===== src/rtl/nmos_clk_pkg.sv =====
// Shared types and helpers for the two-phase NMOS clock-enable generator.
// The state set is common to the top-level FSM and to anything that traces it.
package nmos_clk_pkg;

    localparam int ST_W = 3;

    typedef enum logic [ST_W-1:0] {
        IDLE  = 3'd0,
        PHI1  = 3'd1,
        GAP12 = 3'd2,
        PHI2  = 3'd3,
        GAP21 = 3'd4
    } clk_state_t;

    // Number of main_clk cycles spent in a given state; IDLE has no length.
    function automatic int phase_len(clk_state_t st, int p1_len, int p2_len, int gap_len);
        case (st)
            PHI1:         return p1_len;
            PHI2:         return p2_len;
            GAP12, GAP21: return gap_len;
            default:      return 0;
        endcase
    endfunction

endpackage


===== src/rtl/nmos_clk_phase_cnt.sv =====
// Phase timer: loads a value on state entry and counts down to zero.
// expired is high while the count is zero, i.e. in the last cycle of a phase.
module nmos_clk_phase_cnt #(
    parameter int TMR_W = 8
) (
    input  logic             main_clk,
    input  logic             main_rst_n,
    input  logic             load,
    input  logic [TMR_W-1:0] load_val,
    output logic [TMR_W-1:0] cnt,
    output logic             expired
);

    // Load takes priority; otherwise count down and hold at zero.
    always_ff @(posedge main_clk or negedge main_rst_n) begin
        if (!main_rst_n) begin
            cnt <= '0;
        end else if (load) begin
            cnt <= load_val;
        end else if (cnt != '0) begin
            cnt <= cnt - 1'b1;
        end
    end

    assign expired = (cnt == '0);

endmodule


===== src/rtl/nmos_clk_gen.sv =====
// Two-phase non-overlapping clock-enable generator (CLK_GEN).
// Machine cycle: PHI1 -> GAP12 -> PHI2 -> GAP21, gaps skipped when GAP_LEN=0.
// All outputs are registered from the next-state decode, so C1/C2 never glitch
// and can never be high together.
// Optional feature macro: NMOS_CLK_STEP_EN (single-step from IDLE via step).
module nmos_clk_gen
    import nmos_clk_pkg::*;
#(
    parameter int P1_LEN  = 3,
    parameter int P2_LEN  = 3,
    parameter int GAP_LEN = 1,
    parameter int CNT_W   = 16,
    parameter int TMR_W   = 8
) (
    input  logic             main_clk,
    input  logic             main_rst_n,
    input  logic             run_req,
    input  logic             step,
    output logic             C1,
    output logic             C2,
    output logic             phi1_rise,
    output logic             phi2_fall,
    output logic             cyc_done,
    output logic             idle,
    output logic [CNT_W-1:0] cyc_cnt
);

    // The machine cycle ends in GAP21, or in PHI2 when there are no gaps.
    localparam bit         HAS_GAP  = (GAP_LEN > 0);
    localparam clk_state_t LAST_ST  = HAS_GAP ? GAP21 : PHI2;
    localparam int         LAST_LEN = HAS_GAP ? GAP_LEN : P2_LEN;

    if (P1_LEN < 1 || P2_LEN < 1 || GAP_LEN < 0 ||
        (P1_LEN - 1) >= (1 << TMR_W) || (P2_LEN - 1) >= (1 << TMR_W) ||
        (GAP_LEN - 1) >= (1 << TMR_W)) begin : g_param_check
        $error("nmos_clk_gen: phase lengths out of range for TMR_W");
    end

    clk_state_t       state_reg;
    clk_state_t       state_next;
    logic             step_go;
    logic             tmr_load;
    logic [TMR_W-1:0] tmr_load_val;
    logic [TMR_W-1:0] tmr_cnt;
    logic             tmr_expired;
    logic             entering;
    logic             phi1_rise_next;
    logic             phi2_fall_next;
    logic             cyc_done_next;

`ifdef NMOS_CLK_STEP_EN
    assign step_go = step;
`else
    logic step_unused;
    assign step_unused = step;
    assign step_go     = 1'b0;
`endif

    // Next-state decode; run_req is only consulted in IDLE and at the cycle boundary.
    always_comb begin
        state_next = state_reg;
        case (state_reg)
            IDLE:    if (run_req || step_go) state_next = PHI1;
            PHI1:    if (tmr_expired) state_next = HAS_GAP ? GAP12 : PHI2;
            GAP12:   if (tmr_expired) state_next = PHI2;
            PHI2:    if (tmr_expired) state_next = HAS_GAP ? GAP21 : (run_req ? PHI1 : IDLE);
            GAP21:   if (tmr_expired) state_next = run_req ? PHI1 : IDLE;
            default: state_next = IDLE;
        endcase
    end

    // Timer reload on every state change; strobes are predicted one cycle ahead.
    always_comb begin
        entering     = (state_next != state_reg);
        tmr_load     = entering;
        tmr_load_val = '0;
        if (state_next != IDLE) begin
            tmr_load_val = TMR_W'(phase_len(state_next, P1_LEN, P2_LEN, GAP_LEN) - 1);
        end
        phi1_rise_next = (state_next == PHI1) && entering;
        phi2_fall_next = (state_next == PHI2) &&
                         (entering ? (P2_LEN == 1) : (tmr_cnt == TMR_W'(1)));
        cyc_done_next  = (state_next == LAST_ST) &&
                         (entering ? (LAST_LEN == 1) : (tmr_cnt == TMR_W'(1)));
    end

    nmos_clk_phase_cnt #(
        .TMR_W(TMR_W)
    ) u_phase_cnt (
        .main_clk  (main_clk),
        .main_rst_n(main_rst_n),
        .load      (tmr_load),
        .load_val  (tmr_load_val),
        .cnt       (tmr_cnt),
        .expired   (tmr_expired)
    );

    // FSM state, registered phase outputs and completed-cycle counter.
    always_ff @(posedge main_clk or negedge main_rst_n) begin
        if (!main_rst_n) begin
            state_reg <= IDLE;
            C1        <= 1'b0;
            C2        <= 1'b0;
            phi1_rise <= 1'b0;
            phi2_fall <= 1'b0;
            cyc_done  <= 1'b0;
            idle      <= 1'b1;
            cyc_cnt   <= '0;
        end else begin
            state_reg <= state_next;
            C1        <= (state_next == PHI1);
            C2        <= (state_next == PHI2);
            phi1_rise <= phi1_rise_next;
            phi2_fall <= phi2_fall_next;
            cyc_done  <= cyc_done_next;
            idle      <= (state_next == IDLE);
            if (cyc_done) begin
                cyc_cnt <= cyc_cnt + 1'b1;
            end
        end
    end

endmodule


===== config.mk =====
export PLATFORM = sky130hd
export DESIGN_NAME = nmos_clk_gen
export DESIGN_NICKNAME = d
export VERILOG_FILES = /design/src/rtl/nmos_clk_pkg.sv /design/src/rtl/nmos_clk_phase_cnt.sv /design/src/rtl/nmos_clk_gen.sv
export SDC_FILE = /design/constraint.sdc
export NUM_CORES = 1
export LEC_CHECK = 0
export ABC_AREA = 1
export BUFFER_PORTS_ARGS = -buffer_cell sky130_fd_sc_hd__buf_2
export CORE_UTILIZATION = 50
export DETAILED_ROUTE_END_ITERATION = 16
export PLACE_DENSITY = 0.71
export SYNTH_ARGS = -nofsm -noshare
export SYNTH_HDL_FRONTEND = slang
export SYNTH_SLANG_ARGS = --single-unit

===== constraint.sdc =====
create_clock -name main_clk -period 1.49 [get_ports main_clk]
set_input_delay 0.149 -clock main_clk [delete_from_list [all_inputs] [get_ports main_clk]]
set_output_delay 0.149 -clock main_clk [all_outputs]
set_load 0.01 [all_outputs]

# Word level (Yosys, flattened, before mapping)
# Cells that the tools add are included.
# Widths: inputs -> output; s select.
# totals
reg_bits	33
latch_bits	0
ramBits	0
rom_bits	0
in_bits	4
out_inout_bits	22
word_cells	47
memories	0
# classes
add_sub_neg	3
mul	0
div	0
order_cmp	0
eq_ne	10
n_shift	0
mux	14
n_bitwise	0
n_reduce_logical	11
# op_table
op	count
$mux 8	4
$add 16x1->16 const B	1
$mux 3	5
$pmux 3 s5	1
$eq 3x2->1 const B	4
$eq 8x1->1 const B	1
$logic_not 8->1	1
$reduce_bool 8->1	1
$sub 8x1->8 const B	1
$sub 8x2->8 const B	1
$eq 3x1->1 const B	2
$eq 3x3->1 const B	2
$logic_not 3->1	2
$pmux 2 s2	1
$reduce_or 2->1	2
$logic_and 1x1->1	3
$mux 1	3
$ne 3x3->1	1
$reduce_bool 3->1	1
$reduce_bool 2->1	1

# Longest topological paths before layout
# depth
ltp_word	10
mapped_depth	11
mapped_depth_nobuf	11

# Hierarchy
# Synthesis repeated with hierarchy kept, for this count alone.
# hier_totals
hier_cells	202
hier_area_um2	1677.9
# by_module_without_submodules
mod	n_inst	cells_each	area_per_inst_um2	seq_area_each_um2
nmos_clk_gen	1	131	1164.9	626.9
nmos_clk_phase_cnt	1	71	513.0	200.2

# Least setup slack after synthesis
# No wires, ideal clock.
# synth_path
path_type	reg-to-reg
startpoint	register u_phase_cnt.cnt[0]
endpoint	register u_phase_cnt.cnt[0]
setup_time_ns	0.118
t_arrival_ns	1.396
required_ns	1.372
slack_ns	-0.025
path_stages_with_launch	11
n_path_buf	1
synth_period_minus_slack_ns	1.515
path_cell_list	dfrtp_1 inv_1 ha_1 nand2_4 nor2_8 nand2_1 nand3_2 nand2_2 buf_6 nand4_1 nand2_1
# synth_via
elab_chain_cells	10
word_cells_on_any_way	23
classes_between	add/sub: 2; eq/ne: 5; mux: 10; reduce/logical: 6
# synth_lines
element	line_no	text
start: declaration	nmos_clk_phase_cnt.sv:10	output logic [TMR_W-1:0] cnt,
start signal: assignment	nmos_clk_phase_cnt.sv:19	cnt <= load_val;
start signal: assignment	nmos_clk_phase_cnt.sv:21	cnt <= cnt - 1'b1;
$logic_not 8->1	nmos_clk_phase_cnt.sv:25	assign expired = (cnt == '0);
$mux 3, on equally long branches	--	
$pmux 3 s5	nmos_clk_gen.sv:62	case (state_reg)
$eq 3x3->1, or another cell as far along	nmos_clk_pkg.sv:17	case (st)
$reduce_or 2->1, on equally long branches	--	
$pmux 2 s2	nmos_clk_pkg.sv:17	
$mux 8	nmos_clk_gen.sv:77	if (state_next != IDLE) begin
$sub 8x2->8	nmos_clk_gen.sv:78	tmr_load_val = TMR_W'(phase_len(state_next, P1_LEN, P2_LEN, GAP_LEN) - 1);
$mux 8	nmos_clk_gen.sv:77	
$mux 8	nmos_clk_phase_cnt.sv:18	end else if (load) begin
# Several ways; a longest one is shown, not always the timed one. The select of a mux whose other input is x is not followed.
# A chain may end at the register's enable or synchronous reset.

# Worst setup path in the final report
# layout_path
startpoint	register cyc_cnt[1]
endpoint	register cyc_cnt[14]
# layout_via
elab_chain_cells	1
# layout_lines
element	line_no	text
start: declaration	nmos_clk_gen.sv:25	output logic [CNT_W-1:0] cyc_cnt
start signal: assignment	nmos_clk_gen.sv:118	cyc_cnt <= cyc_cnt + 1'b1;
$add 16x1->16	nmos_clk_gen.sv:118	
# No other way between the ends.

==> out/summary.txt <==
Status - complete, no violations
Minimum clock period - 1.48 ns
Max_cap viols - 0
Async set-reset flop share out of synthesis - 100%
Max FFs per register - 16
Layout fillers - 249
First DRT Iteration DRCs - 62
Crit. End Element - flip-flop
GPL Wtd Cong - 0.806
Mean post-synth cell area - 9.16 sq um
Port bufs - 24
Initial antenna violation count - 0
Worst hold path type - in2reg
Worst path bufs/invs - 0
CP peak stage delay - 0.39 ns
Max Freq - 674 MHz
Vias in the first global route - 1,301
Routed Antenna Nets - 0
IO Count - 26
CTS clk-pin slew, worst paths - 0.10 ns
H-tree depth - 2
Final hold violations - 0
Drc violations - 0
# rows - 20
Final Cell Area - 0.00226 sq mm
Crit-path cells - ha_2 > nand3_2 > nor2_2 > nand4_1 > nor2_2 > nand2_1 > xor2_1
Cell Area, Synth - 0.00167 sq mm
DR WL/cell - 12.8 um
Dominant cells by area after synthesis - dfrtp_1, xor2_1, inv_1
Final setup fails - 0
Root buffer cell - clkbuf_4
Die height - 59.7 um
Crit path launch type - flip-flop
Die area - 0.00357 sq mm
Total congestion overflow - 0
Crit share post-route - 99.5%
DIE WIDTH - 59.7 um
CTS buffer count - 5
Mapped Nets - 189
Multi-input logic area - 817 sq um
Overall Global Routing Usage - 21.1%
Pin count of the biggest net entering global routing - 34
Drt via density - 4.93
Area leader, netlist - dfrtp_1
Ys flop type - dfrtp_1
Critical Path AT - 1.69 ns
Diodes inserted - 0
Pwr/cell area - 1730 mW/mm^2
Busiest layer in global routing - met2
Critical path class - reg2reg
Max Slew Vio Count - 0
Synth warn - 0
Proportion of layout cells with a drive suffix above 1 - 40.7%
Synth top cells by count - dfrtp_1, inv_1, nand2_1
Sink Count - 33
Synth Register Bits - 33
Register area - 827 sq um
Worst Skew - 0.0126 ns
M3 GR Usage - 5.19%
Clock Path Buffers - 2
CP top delay family - simple AND/OR/NAND/NOR gates
Nets@finish - 249
Worst hold slack - 0.361 ns
Post-DP HPWL - 2.39 mm
First-pass GRT wire length - 5.61 mm
Synth-to-layout area growth - 35.6%
First-pass DRT Iterations - 4
Dpl cell area - 0.00200 sq mm
RSZ-0062 raised after global routing - yes
Post-synth top area share - 48.0%
Register area share after synthesis - 49.6%
Number of synthesized flops with an enable pin - 0
Worst-skew pair later-pin latency - 0.32 ns
Worst-margin pin slew - 0.403 ns
CTS tree - yes
Max_slew headroom - 73.1%
Met1 global-route usage - 25.0%
Worst vdd ir - 1170 uV
Total Wirelength - 3.68 mm
Slowest stage cell, crit path - dfrtp_1
Leak - 1.31 nW
Worst Path Max Fanout - 3
Distinct cells, synth - 24
Starting Density - 53.7%
CP required - 1.70 ns
Grt met2 use - 38.1%
Most common cell in the netlist - dfrtp_1
Synth Instances - 182
Most used cell, CP - nor2_2
DR vias - 1,415
Core ar. - 0.00310 sq mm
## worst reg2reg max path, stage by stage, from the launching register on
cell and delay, ns:
dfrtp_1 0.39, ha_2 0.20, nand3_2 0.08, nor2_2 0.13, nand4_1 0.18, nor2_2 0.17, nand2_1 0.08, xor2_1 0.15
## metrics by stage
stage	setup WS [ns]	std cells	utilization [%]	power (mW)	TNS (ns)
6_report	0.00710	287	72.8	3.92	0
5_1_grt	-0.0895	287	72.8	4.19	-0.477
4_1_cts	0.0122	283	68.9	3.69	0
3_5_place_dp	-0.0926	270	64.3	2.89	-0.434
3_3_place_gp	-0.0182	270	64.3	2.82	-0.0264
2_1_floorplan	0.00286	182	-	2.29	0
## worst paths after layout
kind,cells past startpoint,endpoint,slack (ns),from
worst max-delay path,7,cyc_cnt[14],0.007,cyc_cnt[1]
worst min-delay path,5,u_phase_cnt.cnt[1],0.36,run_req
worst max register to register,7,cyc_cnt[14],0.007,cyc_cnt[1]
worst min register to register,1,cyc_cnt[7],0.50,cyc_cnt[7]
max in group asynchronous,3,idle,0.78,main_rst_n
min in group asynchronous,3,cyc_cnt[6],0.37,main_rst_n
## what timing repair did
action / in CTS / in global routing
setup buffers: 5 / 3
cloned: 0 / 1
pin swaps: 3 / 11
setup endpoints to repair: 12 / 16
gates resized for setup: 5 / 23
hold buffers: 1 / 0
hold endpoints to repair: 32 / 0
## cells by family after synthesis
family                   after synthesis  share of synthesized area, %
AO/OA/AOI/OAI                          2                         0.751
XOR/XNOR                              20                          10.5
adder cells (fa/ha/maj)                3                          2.25
buffers and inverters                 35                          8.41
flip-flops                            33                          49.6
multiplexers                           1                         0.676
AND/OR/NAND/NOR                       88                          27.8
## layout make-up
class / instances / share of cell area, %
Tap cell: 44 / 2.44
Multi-Input combinational cell: 115 / 36.2
Timing Repair Buffer: 54 / 15.6
Clock inverter: 1 / 1.33
Clock buffer: 7 / 2.44
Sequential cell: 33 / 36.6
Inverter: 33 / 5.48
## power breakdown
group	internal, mW	leakage (nW)	total [mW]	switching, mW
Sequential	1.10	0.439	1.24	0.140
Clock	0.401	0.0455	0.698	0.297
Combinational	0.874	0.822	1.98	1.11
Total	2.37	1.31	3.92	1.54
## layer usage
| layer | wire length [um] | share of wire [%] | vias up |
|---|---|---|---|
| met1 | 1550 | 42 | 684 |
| li1 | - | - | 695 |
| met5 | 0 | 0 | - |
| met2 | 1970 | 54 | 32 |
| met4 | 38 | 1.0 | 0 |
| met3 | 127 | 3.4 | 4 |
## layout by cell type (no fill, tap or decap), types with 6 or more instances in the layout
cell type,n
nand3_1,10
inv_2,6
nand4_1,12
nor2_1,10
xor2_1,17
buf_2,24
inv_1,27
nor2_2,6
nand2_4,6
buf_4,28
dfrtp_1,32
nand2_1,26
Power figures use the tool's default switching activity.
